**src/rtl/hangman_pkg.sv**
```systemverilog
// hangman_pkg: shared types and constants for the Hangman UART transmit path.
package hangman_pkg;
    typedef enum logic [2:0] {IDLE, START, DATA, PARITY, STOP} uart_tx_state_t;
    localparam int DATA_BITS = 8;
    localparam logic LINE_IDLE = 1'b1;
endpackage

```
**src/rtl/uart_baud_gen.sv**
```systemverilog
// uart_baud_gen: bit-period counter; bit_tick strobes on the last cycle of each bit, cleared while en is low.
module uart_baud_gen #(
    parameter int CLKS_PER_BIT = 10
) (
    input  logic clk,
    input  logic nRst,
    input  logic en,
    output logic bit_tick
);
    localparam int W = (CLKS_PER_BIT > 2) ? $clog2(CLKS_PER_BIT) : 1;
    logic [W-1:0] cnt;
    assign bit_tick = en && (cnt == W'(CLKS_PER_BIT - 1));
    always_ff @(posedge clk or negedge nRst)
        if (!nRst) cnt <= '0;
        else cnt <= (!en || bit_tick) ? '0 : cnt + 1'b1;
endmodule

```
**src/rtl/uart_tx_serializer.sv**
```systemverilog
// uart_tx_serializer: 8N1 UART transmitter with tx_ctrl/transmit_ready handshake and tx_done pulse.
// Define HANGMAN_UART_PARITY_EN to add an even-parity bit (8E1).
module uart_tx_serializer import hangman_pkg::*; #(
    parameter int CLK_FREQ = 10_000_000,
    parameter int BAUD     = 9600
) (
    input  logic       clk,
    input  logic       nRst,
    input  logic       tx_ctrl,
    input  logic [7:0] tx_byte,
    output logic       transmit_ready,
    output logic       tx_serial,
    output logic       tx_done,
    output logic       busy
);
    localparam int CLKS_PER_BIT = CLK_FREQ / BAUD;
`ifdef HANGMAN_UART_PARITY_EN
    localparam uart_tx_state_t AFTER_DATA = PARITY;
`else
    localparam uart_tx_state_t AFTER_DATA = STOP;
`endif
    uart_tx_state_t       state, state_n;
    logic [DATA_BITS-1:0] shreg, shreg_n;
    logic [2:0]           idx, idx_n;
    logic                 serial_n, done_n, bit_tick;

    assign transmit_ready = (state == IDLE);
    assign busy           = ~transmit_ready;

    uart_baud_gen #(.CLKS_PER_BIT(CLKS_PER_BIT)) u_baud (
        .clk      (clk),
        .nRst     (nRst),
        .en       (state != IDLE),
        .bit_tick (bit_tick)
    );

    always_ff @(posedge clk or negedge nRst)
        if (!nRst) begin
            state     <= IDLE;
            shreg     <= '0;
            idx       <= '0;
            tx_serial <= LINE_IDLE;
            tx_done   <= 1'b0;
        end else begin
            state     <= state_n;
            shreg     <= shreg_n;
            idx       <= idx_n;
            tx_serial <= serial_n;
            tx_done   <= done_n;
        end

    // The shift register rotates, so after all 8 data bits it holds the latched byte again for parity.
    always_comb begin
        state_n = state;
        shreg_n = shreg;
        idx_n   = idx;
        done_n  = 1'b0;
        case (state)
            IDLE:
                if (tx_ctrl) begin
                    state_n = START;
                    shreg_n = tx_byte;
                    idx_n   = '0;
                end
            START:
                if (bit_tick) state_n = DATA;
            DATA:
                if (bit_tick) begin
                    shreg_n = {shreg[0], shreg[DATA_BITS-1:1]};
                    idx_n   = idx + 3'd1;
                    if (idx == 3'(DATA_BITS - 1)) state_n = AFTER_DATA;
                end
`ifdef HANGMAN_UART_PARITY_EN
            PARITY:
                if (bit_tick) state_n = STOP;
`endif
            STOP:
                if (bit_tick) begin
                    state_n = IDLE;
                    done_n  = 1'b1;
                end
            default: state_n = IDLE;
        endcase
`ifdef HANGMAN_UART_PARITY_EN
        serial_n = (state_n == START)  ? 1'b0 :
                   (state_n == DATA)   ? shreg_n[0] :
                   (state_n == PARITY) ? ^shreg_n : LINE_IDLE;
`else
        serial_n = (state_n == START) ? 1'b0 :
                   (state_n == DATA)  ? shreg_n[0] : LINE_IDLE;
`endif
    end
endmodule

```
**config.mk**
```make
export PLATFORM = sky130hd
export DESIGN_NAME = uart_tx_serializer
export DESIGN_NICKNAME = d
export VERILOG_FILES = /design/src/rtl/hangman_pkg.sv /design/src/rtl/uart_baud_gen.sv /design/src/rtl/uart_tx_serializer.sv
export SDC_FILE = /design/constraint.sdc
export NUM_CORES = 1
export LEC_CHECK = 0
export BUFFER_PORTS_ARGS = -buffer_cell sky130_fd_sc_hd__buf_2
export CAP_MARGIN = 20
export CORE_UTILIZATION = 56
export CTS_CLUSTER_DIAMETER = 50
export DETAILED_ROUTE_END_ITERATION = 10
export PLACE_DENSITY = 0.85
export SLEW_MARGIN = 20
export SYNTH_ARGS = -nofsm -noshare
export SYNTH_HDL_FRONTEND = slang
export SYNTH_SLANG_ARGS = --single-unit
```
**constraint.sdc**
```tcl
create_clock -name clk -period 2.4 [get_ports clk]
set_clock_uncertainty 0.05 [all_clocks]
set_input_delay 0 -clock clk [delete_from_list [all_inputs] [get_ports clk]]
set_output_delay 0 -clock clk [all_outputs]
set_load 0.1 [all_outputs]
```
==> metrics.md, run 1 <==
| Metric | Value |
|---|---|
| Post-synth ARST share | `100%` |
| CP Launch Type | `flip-flop` |
| CTS tree | `done` |
| Worst-path clk slew | `0.13 ns` |
| LEAKAGE | `0.767 nW` |
| Highest clock rate | `455 MHz` |
| Setup-failing EPs final | `0` |
| DRC Markers | `0` |
| Syn-to-layout area delta | `16.5%` |
| CORE AREA | `2210 sq um` |
| TNS Setup | `0 ns` |
| Sw frac | `20.4%` |
| Starting Density | `59.5%` |
| Pre-Repair DR Iteration Count | `4` |
| Root Buffer | `clkbuf_4` |
| Worst path buffer plus inverter count | `1` |
| Pint | `0.536 mW` |
| Worst slew pin tran | `0.577 ns` |
| Final count of hold timing violations | `0` |
| Avg Inst Size Synth | `11.0 sq um` |
| Crit path time final | `2.20 ns` |
| Gr ovfl total | `0` |
| CP Launch Point | `u_baud.cnt[0]` |
| Sequential-to-total area share from yosys stat | `51.4%` |
| Area share of the largest cell type after synthesis | `49.4%` |
| Synthesized area | `1320 sq um` |
| Routed WL | `2.59 mm` |
| Top delay family on crit path | `simple AND/OR/NAND/NOR gates` |
| Worst VDD drop | `0.286 mV` |
| Fillers | `167` |
| Final Wtd Congestion | `0.791` |
| Final Cell Area | `1530 sq um` |
| Max Slew Vio Count | `0` |
| YS warnings | `0` |
| Placed Instance Area | `1410 sq um` |
| Wire per inst | `15.0 microns` |
| Slew Limit Headroom | `61.5%` |
| GRT Util Overall | `24.0%` |
| FF+latch count, synth | `27` |
| Post-synth top area cell | `dfrtp_1` |
| First-pass GRT wire length | `4.52 mm` |
| Sink Count | `27` |
| R2R Setup Slk | `0.20 ns` |
| Hold crit path type | `input pin to async pin` |
| Number of CTS-inserted buffers | `3` |
| Cell variety after synth | `37` |
| Die ar. | `2550 sq um` |
| Status | `finished clean` |
| Boundary pin count | `15` |
| Unrepaired setup endpoints after global routing | `false` |
| Critical path class | `flip-flop to flip-flop` |
| Clock network power share | `28.1%` |
| DP HPWL | `1.80 mm` |
| Max Cap Viol | `0` |
| Gate power share | `4.4%` |
| Top cells by count, synth | `26 x dfrtp_1, 12 x nor2_1, 8 x nand2_1` |
| Clk Latency, worst-skew pair | `0.31 ns` |
| EDFF count, synth | `0` |
| Critical Path Max Stage Delay | `0.53 ns` |
| Largest net degree at the start of global routing | `28` |
| Final Util | `69.3%` |
| Crit end category | `flip-flop` |
| Die width | `50.5 microns` |
| Reg2reg path depth | `6` |
| Diode count | `0` |
| Vias | `1013` |
| Antenna-violating nets left | `0` |
| Die Y | `50.5 microns` |
| Post-synth net total | `135` |
| Seq pwr share | `67.5%` |
| Pwr/cell area | `439 nW/um^2` |
| Period utilization | `91.5%` |
| CTS max path bufs | `2` |
| CP Max Fanout | `10` |
| H-tree Lvls | `1` |
| Mapped Cells | `120` |
| Initial antenna violation count | `0` |
| Prevailing post-synth register cell | `dfrtp_1` |
| FF-to-FF Start | `u_baud.cnt[0]` |
| Reg-to-reg endpoint | `idx[0]` |
| Final nets | `161` |
| Via density | `5.86` |
| Most numerous cell in the Yosys netlist | `dfrtp_1` |
| WP data arrival | `2.36 ns` |
| Critical path, cell by cell | `inv_1 -> ha_1 -> nor4bb_1 -> and4_1 -> nor2_4 -> mux2_2` |
| Vias in the first global route | `1030` |
| CP max stage cell | `and4_1` |
| Net Sw Power | `0.137 mW` |
| Ratio of cells with drive above 1 in the final layout | `16.6%` |
| Site Rows | `17` |
| Req. time, crit path | `2.57 ns` |
| Starting DRT DRC Count | `27` |
| Synth area leaders | `dfrtp_1 49%, a22o_1 4.7%, a21o_1 4.0%` |
| I/O Buffers | `14` |
state kept, by name, indices dropped and copies added, names as in the netlist:
register,count
idx,3
u_baud.cnt,11
tx_serial,1
shreg,8
tx_done,1
state,3
final cells by class:
type	instances	area, sq um	share of cell area (%)
tap	28	35.0	2.28
sequential	27	677	44.1
clock buffer	4	26.3	1.71
timing repair buffer	24	170	11.1
multi-input combinational	85	604	39.4
inverter	5	21.3	1.39
timing repair:
action,4_1_cts,5_1_grt
buffers inserted,0,0
endpoints found under the hold margin,38,0
gates resized for setup,0,0
hold buffers,10,0
how the worst max path moves through the flow:
stage / endpoint / slack, ns / cells after the start
finish: idx[0] / 0.20 / 6
floorplan: idx[0] / 0.04 / 7
detailed placement: idx[0] / 0.24 / 6
global route: idx[0] / 0.07 / 6
global placement: idx[0] / 0.36 / 6
CTS: idx[0] / 0.22 / 6
routing by layer:
layer / GRT usage [%] / wire length (microns) / part of all wire [%]
met5: 0 / 0 / 0
met4: 9.72 / 30 / 1.2
met3: 3.03 / 107 / 4.1
met2: 42.9 / 1350 / 52
met1: 28.9 / 1100 / 43
logic make-up after synthesis:
kind of cell | count (synthesis) | share of synthesized area, %
xor gates and xnor gates | 9 | 5.99
AOI/OAI and AO/OA | 22 | 13.4
and+or+nand+nor | 49 | 21.9
buffers and inverters | 8 | 2.66
muxes | 1 | 0.855
DFF | 27 | 51.4
adders and majority gates | 4 | 3.80
worst register-to-register path: cells and delay by family, from the launching register on:
kind                       cells  cell delay (ns)
and+or+nand+nor                3             1.11
DFF                            1             0.44
muxes                          1             0.28
adders and majority gates      1             0.16
buffers and inverters          1             0.07
power groups by stage:
stage / registers [mW] / logic [mW] / clock network [mW]
2_1_floorplan: 0.464 / 0.000197 / 0
3_3_place_gp: 0.464 / 0.0163 / 0
3_5_place_dp: 0.464 / 0.0170 / 0
4_1_cts: 0.455 / 0.0294 / 0.196
5_1_grt: 0.455 / 0.0328 / 0.213
6_report: 0.455 / 0.0296 / 0.189
placed cells by master, fill, tap and decap left out, drive strengths merged, types with 2 or more instances in the layout:
master / count
nand3: 6
xor2: 5
dlygate4sd3: 10
a22o: 7
nand2: 8
clkbuf: 4
nor4b: 2
nand4: 4
and4: 2
dfrtp: 26
buf: 14
nor3: 3
inv: 5
a21o: 7
nor2: 13
xnor2: 4
and3: 2
o21ai: 2
or4b: 2
ha: 4
o41ai: 3
stage by stage:
step                cells  setup WS [ns]  total power [mW]  hold WS [ns]
floorplan             120         0.0434             0.464        -0.346
global placement      159          0.358             0.480       -0.0299
detailed placement    159          0.240             0.481       -0.0160
CTS                   173          0.221             0.681         0.158
global route          173         0.0747             0.701         0.185
finish                173          0.204             0.674         0.148
Power figures use the tool's default switching activity.
==> run 2, diff against run 1 <==
Settings changed: ABC_AREA set to 1, CORE_UTILIZATION 56 to 57, PLACE_DENSITY 0.85 to 0.86.
==> run 2 against run 1 <==
Area after synthesis up 5.9%. Via count up 9.8%. Sequential share of layout area down 2.0 points. Sequential cell count unchanged. Fmax up 25%. Routed wire length up 16%. Setup slack better by 0.44 ns. Critical path depth up 1. Combinational power rose to 10 times the previous value.
==> metrics.md, run 2 <==
| Metric | Value |
|---|---|
| Adder and majority cell fraction of the synthesized area | `3.59% (-0.21 points)` |
| Main combinational cell family by area after synthesis | `simple AND/OR/NAND/NOR gates` |
| Final Util | `71.3% (+2.0 points)` |
| CTS tree | `done` |
| Critical path class | `flip-flop to flip-flop` |
| Max FFs per register | `11 (unchanged)` |
| Antenna-violating nets left | `0 (unchanged)` |
| Starting Density | `61.8% (+2.3 points)` |
| Root Buffer | `clkbuf_4` |
| Post-CTS sizing | `0 (unchanged)` |
| Die Y | `51.5 microns (+1.9%)` |
| Gr ovfl total | `0 (unchanged)` |
| Final nets | `190 (+18%)` |
| Most numerous cell in the Yosys netlist | `nand2_1` |
| Starting DRT DRC Count | `18 (-33%)` |
| XOR/XNOR share of the synthesized area | `1.26% (-4.7 points)` |
| Site Rows | `17 (unchanged)` |
| Tot Pwr | `1.12 mW (+66%)` |
| Largest net degree at the start of global routing | `28 (unchanged)` |
| Synthesized area | `1390 sq um (+5.9%)` |
| DRC Markers | `0 (unchanged)` |
| Worst VDD drop | `0.471 mV (+65%)` |
| Pwr/cell area | `697 nW/um^2 (+59%)` |
| Top cells by count, synth | `27 x nand2_1, 26 x dfrtp_1, 18 x nand3_1` |
| Post-synth top area cell | `dfrtp_1` |
| Biggest register | `u_baud.cnt` |
| I/O Buffers | `14 (unchanged)` |
| WP data arrival | `1.92 ns (-0.44 ns)` |
| Max Slew Vio Count | `0 (unchanged)` |
| DP HPWL | `2.12 mm (+18%)` |
| Top Registers | `u_baud.cnt (11), shreg (8)` |
| Mux cell area share after synthesis | `0% (-0.86 points)` |
| FF+latch count, synth | `27 (unchanged)` |
| CORE AREA | `2250 sq um (+1.9%)` |
| Pre-Repair DR Iteration Count | `5 (+1)` |
| GRT Util Overall | `27.6% (+3.6 points)` |
| CP Max Fanout | `11 (+1)` |
| Initial antenna violation count | `0 (unchanged)` |
| Diode count | `0 (unchanged)` |
| Final Wtd Congestion | `0.814 (+2.9%)` |
| Avg Inst Size Synth | `9.42 sq um (-14%)` |
| YS warnings | `0 (unchanged)` |
| Final count of hold timing violations | `0 (unchanged)` |
| Period utilization | `73.4% (-18 points)` |
| TNS Setup | `0 ns (unchanged)` |
| Post-synth net total | `163 (+21%)` |
| Mapped Cells | `148 (+23%)` |
| Die width | `51.5 microns (+1.9%)` |
| Prevailing post-synth register cell | `dfrtp_1` |
| Cell variety after synth | `27 (-27%)` |
| Sequential-to-total area share from yosys stat | `48.6% (-2.9 points)` |
| EDFF count, synth | `0 (unchanged)` |
| Compound-cell area share of the yosys netlist | `7.63% (-5.8 points)` |
| Sink Count | `27 (unchanged)` |
| Syn-to-layout area delta | `15.3%` |
| CTS max path bufs | `2 (unchanged)` |
| Unrepaired setup endpoints after global routing | `false` |
| Post-Synth Simple-Gate Area | `32.5% (+11 points)` |
| Clk Latency, worst-skew pair | `0.33 ns (+0.02 ns)` |
| Ratio of cells with drive above 1 in the final layout | `25.9% (+9.3 points)` |
| LEAKAGE | `0.821 nW (+7.0%)` |
| Setup-failing EPs final | `0 (unchanged)` |
| Post-synth ARST share | `100% (unchanged)` |
| Area share of the largest cell type after synthesis | `46.7% (-2.8 points)` |
| Hold crit path type | `input pin to async pin` |
| Boundary pin count | `15 (unchanged)` |
| Max Cap Viol | `0 (unchanged)` |
| Vias in the first global route | `1146 (+11%)` |
| H-tree Lvls | `1 (unchanged)` |
| CP Launch Type | `flip-flop` |
| Most frequent cells in the layout | `27 x nand2_1, 26 x dfrtp_1, 18 x nand3_1` |
| First-pass GRT wire length | `5.12 mm (+13%)` |
| Routed WL | `3.00 mm (+16%)` |
| Req. time, crit path | `2.56 ns (about the same)` |
| Worst-path clk slew | `0.15 ns (+0.02 ns)` |
| Die ar. | `2650 sq um (+3.9%)` |
| Wire per inst | `14.9 microns (-0.66%)` |
| Crit end category | `flip-flop` |
| Via density | `5.50 (-6.0%)` |
| Slew Limit Headroom | `60.3% (-1.3 points)` |
| Status | `finished clean` |
| Most common cell after layout, fill and taps aside | `nand2_1` |
| Vias | `1112 (+9.8%)` |
| Synth area leaders | `dfrtp_1 47%, nand2_1 7.3%, nand3_1 6.5%` |
| Crit path time final | `1.76 ns (-0.435 ns)` |
| Number of CTS-inserted buffers | `3 (unchanged)` |
| Worst slew pin tran | `0.596 ns (+0.0188 ns)` |
| Highest clock rate | `568 MHz (+25%)` |
[run 2: kinds of logic (layout without fill, tap and decap cells)]
group	count (synthesis)	in the layout
AOI/OAI and AO/OA	13	13
xor gates and xnor gates	2	2
adders and majority gates	4	4
buffers and inverters	21	47
DFF	27	27
and+or+nand+nor	81	81
[run 2: final cells by class]
cell class                      instances  area, sq um
Clock buffer                            3         22.5
Clock inverter                          1         5.00
Fill cell                             183          647
Inverter                               19         71.3
Multi-Input combinational cell        100          627
Sequential cell                        27          677
Tap cell                               28         35.0
Timing Repair Buffer                   24          170
[run 2: path summary, 6_finish.rpt]
| path | start | end | slack (ns) | cells past startpoint |
|---|---|---|---|---|
| max in group asynchronous | nRst | u_baud.cnt[2] | 1.77 | 2 |
| min | nRst | u_baud.cnt[9] | 0.13 | 2 |
| max reg2reg | u_baud.cnt[0] | u_baud.cnt[7] | 0.64 | 7 |
| min reg2reg | u_baud.cnt[0] | u_baud.cnt[0] | 0.46 | 1 |
| max | u_baud.cnt[0] | u_baud.cnt[7] | 0.64 | 7 |
| min in group clk | tx_byte[2] | shreg[2] | 0.37 | 4 |
[run 2: what timing repair did]
item / in CTS / in global routing
hold buffers: 10 / 0
hold endpoints to repair: 38 / 0
setup buffers: 0 / 0
[run 2: metrics by stage]
| stage | cells | hold WS (ns) | area [sq um] | worst slack, ns |
|---|---|---|---|---|
| 6_report | 202 | 0.131 | 1610 | 0.639 |
| 5_1_grt | 202 | 0.201 | 1610 | 0.551 |
| 4_1_cts | 202 | 0.155 | 1610 | 0.664 |
| 3_5_place_dp | 188 | -0.00444 | 1480 | 0.688 |
| 3_3_place_gp | 188 | -0.0217 | 1480 | 0.837 |
| 2_1_floorplan | 148 | -0.346 | 1390 | 0.0713 |
[run 2: layer usage]
| metal | up-vias | track usage, % | share of wire (%) |
|---|---|---|---|
| li1 | 535 | - | - |
| met5 | - | 0 | 0 |
| met2 | 33 | 50.0 | 54 |
| met3 | 14 | 4.76 | 2.8 |
| met4 | 0 | 17.1 | 4.2 |
| met1 | 530 | 29.1 | 39 |
[run 2: worst max-delay path, stage by stage, from the launching register on]
cell and delay, ns:
dfrtp_1 0.44, inv_1 0.08, ha_1 0.20, nand3_2 0.15, nor2_8 0.22, inv_2 0.07
nand2_1 0.32, nor3_2 0.11
[run 2: where the power goes]
part / total [mW] / switching [mW] / leakage (nW) / internal [mW]
Clock: 0.202 / 0.140 / 0.0177 / 0.0626
Combinational: 0.307 / 0.187 / 0.454 / 0.120
Sequential: 0.611 / 0.0666 / 0.349 / 0.544
Total: 1.12 / 0.393 / 0.821 / 0.727
==> run 3, diff against run 2 <==
Settings changed: CORE_UTILIZATION 57 to 51, PLACE_DENSITY 0.86 to 0.82.
Clock period 2.4 ns to 1.62 ns, I/O delays scaled along.
==> run 3 against run 2 <==
Hold slack got worse by 0.12 ns. Non-clock buffer count increased by 4. Combinational power rose by 68%. Sequential cell count unchanged. Via count increased by 0.45%. Critical path depth decreased by 3. Sequential share of layout area fell by 2.9 points. Highest routed layer unchanged.
==> metrics.md, run 3 (synthesis results as in run 2) <==
| Metric | Value |
|---|---|
| Critical Path Max Stage Delay | `0.46 ns (+0.02 ns)` |
| R2R Setup Slk | `0.11 ns (-0.53 ns)` |
| DP HPWL | `2.05 mm (-3.3%)` |
| Initial antenna violation count | `0 (unchanged)` |
| Syn-to-layout area delta | `24.0%` |
| Critical path, cell by cell | `inv_2 -> nand2_2 -> nor2_4 -> buf_2` |
| WP data arrival | `1.51 ns (-0.41 ns)` |
| Diode count | `0 (unchanged)` |
| Reg2reg path depth | `6 (-1)` |
| Max FFs per register | `11 (unchanged)` |
| H-tree Lvls | `1 (unchanged)` |
| Worst-path clk slew | `0.16 ns (about the same)` |
| Worst slew pin tran | `0.605 ns (+0.00893 ns)` |
| Final Cell Area | `1730 sq um (+7.5%)` |
| Starting Density | `55.3% (-6.6 points)` |
| Most frequent cells in the layout | `25 x dfrtp_1, 23 x nand2_1, 15 x inv_1` |
| Period utilization | `96.6%` |
| Gr ovfl total | `0 (unchanged)` |
| LEAKAGE | `0.854 nW (+4.1%)` |
| Clock network power share | `17.4% (-0.7 points)` |
| Wire per inst | `13.4 microns (-9.7%)` |
| Root Buffer | `clkbuf_4` |
| Via density | `5.37 (-2.4%)` |
| Vias in the first global route | `1095 (-4.5%)` |
| I/O Buffers | `14 (unchanged)` |
| Reg-to-reg endpoint | `shreg[5]` |
| Antenna-violating nets left | `0 (unchanged)` |
| Number of CTS-inserted buffers | `3 (unchanged)` |
| Req. time, crit path | `1.57 ns (-0.99 ns)` |
| Sw frac | `35.5% (+0.37 points)` |
| CTS tree | `done` |
| Final nets | `194 (+2.1%)` |
| Hold crit path type | `input pin to flip-flop` |
| Starting DRT DRC Count | `12 (-6)` |
| Most common cell after layout, fill and taps aside | `dfrtp_1` |
| Placed Instance Area | `1560 sq um (+5.2%)` |
| GRT Util Overall | `21.3% (-6.3 points)` |
| Max Slew Vio Count | `0 (unchanged)` |
| CP endpoint | `transmit_ready` |
| Final Wtd Congestion | `0.752 (-7.5%)` |
| Pre-Repair DR Iteration Count | `4 (-1)` |
| Site Rows | `18 (+1)` |
| Pwr/cell area | `1000 nW/um^2 (+44%)` |
| Tot Pwr | `1.73 mW (+55%)` |
| Biggest register | `u_baud.cnt` |
| Final Util | `68.5% (-2.8 points)` |
| Final std cells w/o fill | `208 (+3.0%)` |
| Setup-failing EPs final | `0 (unchanged)` |
| Net Sw Power | `0.615 mW (+56%)` |
| First-pass GRT wire length | `4.49 mm (-12%)` |
| Slew Limit Headroom | `59.7% (-0.60 points)` |
| Placed Cells | `193 (+2.7%)` |
| Crit path time final | `1.56 ns` |
| Die ar. | `2950 sq um (+11%)` |
| Pint | `1.12 mW (+54%)` |
| CP max stage cell | `dfrtp_1` |
| Routed WL | `2.79 mm (-7.0%)` |
| CORE AREA | `2520 sq um (+12%)` |
| Fillers | `196 (+7.1%)` |
| Highest clock rate | `639 MHz` |
| Unrepaired setup endpoints after global routing | `true` |
| Largest net degree at the start of global routing | `28 (unchanged)` |
| Max Cap Viol | `0 (unchanged)` |
| DRC Markers | `0 (unchanged)` |
| Register area | `678 sq um (+0.18%)` |
| FF-to-FF Start | `u_baud.cnt[2]` |
| Sink Count | `27 (unchanged)` |
| Crit end category | `primary output` |
| TNS Setup | `0 ns (unchanged)` |
| Status | `finished clean` |
| Gate power share | `29.8% (+2.4 points)` |
| Ratio of cells with drive above 1 in the final layout | `37.1% (+11 points)` |
| CP Launch Point | `state[2]` |
| Final count of hold timing violations | `0 (unchanged)` |
| CP Launch Type | `flip-flop` |
| Die width | `54.3 microns (+5.5%)` |
| CP Max Fanout | `3 (-8)` |
| Worst VDD drop | `0.653 mV (+39%)` |
| Clk Latency, worst-skew pair | `0.34 ns (about the same)` |
| Boundary pin count | `15 (unchanged)` |
| Multi-input gate area in the final layout | `698 sq um (+11%)` |
| Critical path class | `flip-flop to primary output` |
| Seq pwr share | `52.9% (-1.6 points)` |
| Top Registers | `u_baud.cnt (11), shreg (8)` |
| CTS max path bufs | `2 (unchanged)` |
| Vias | `1117 (+0.45%)` |
| Die Y | `54.3 microns (+5.5%)` |
run 3: cell types whose count changed in the layout (fill, tap and decap cells not counted), sizes merged:
cell and delta:
dlygate4sd3 -1, buf +5
run 3: final cells by class:
type | instances | share of cell area, %
multi-input combinational | 100 | 40.4
clock buffer | 3 | 1.30
inverter | 19 | 4.42
timing repair buffer | 28 | 12.2
tap | 30 | 2.17
sequential | 27 | 39.2
clock inverter | 1 | 0.290
run 3: repair_timing:
action	4_1_cts	5_1_grt
endpoints found under the setup margin	0	16
setup buffers	0	2
endpoints found under the hold margin	35	0
hold buffers	9	0
resized for setup	0	9
run 3: metal layers:
layer | up-vias | global-route usage (%) | share of wire, %
li1 | 545 | - | -
met1 | 550 | 24.8 | 44
met2 | 17 | 39.2 | 52
met3 | 5 | 2.50 | 2.1
met4 | 0 | 8.55 | 1.4
met5 | - | 0 | 0
run 3: worst min path at each step:
stage	startpoint	to	slack (ns)	cells past startpoint
3_5_place_dp	nRst	u_baud.cnt[6]	-0.009	1
2_1_floorplan	nRst	idx[0]	-0.35	0
3_3_place_gp	nRst	u_baud.cnt[6]	-0.02	1
6_report	tx_ctrl	shreg[1]	0.02	4
4_1_cts	tx_ctrl	idx[0]	0.02	4
5_1_grt	tx_ctrl	idx[0]	0.01	4
run 3: stage by stage:
stage,hold slack (ns),setup slack [ns]
global placement,-0.0240,0.112
finish,0.0157,0.0552
CTS,0.0197,0.0175
detailed placement,-0.00934,0.0348
global route,0.0144,-0.00526
floorplan,-0.346,-0.691
run 3: power by group through the flow:
stage | logic (mW) | clock network, mW | registers (mW)
4_1_cts | 0.482 | 0.308 | 0.906
6_report | 0.516 | 0.301 | 0.917
3_3_place_gp | 0.425 | 0 | 0.912
5_1_grt | 0.573 | 0.325 | 0.934
3_5_place_dp | 0.463 | 0 | 0.921
2_1_floorplan | 0.342 | 0 | 0.913
run 3: worst max-delay path, delay by kind of cell, from the launching register on:
family,cells,cell delay (ns)
flip-flops,1,0.46
AND/OR/NAND/NOR,2,0.19
buffers and inverters,2,0.53
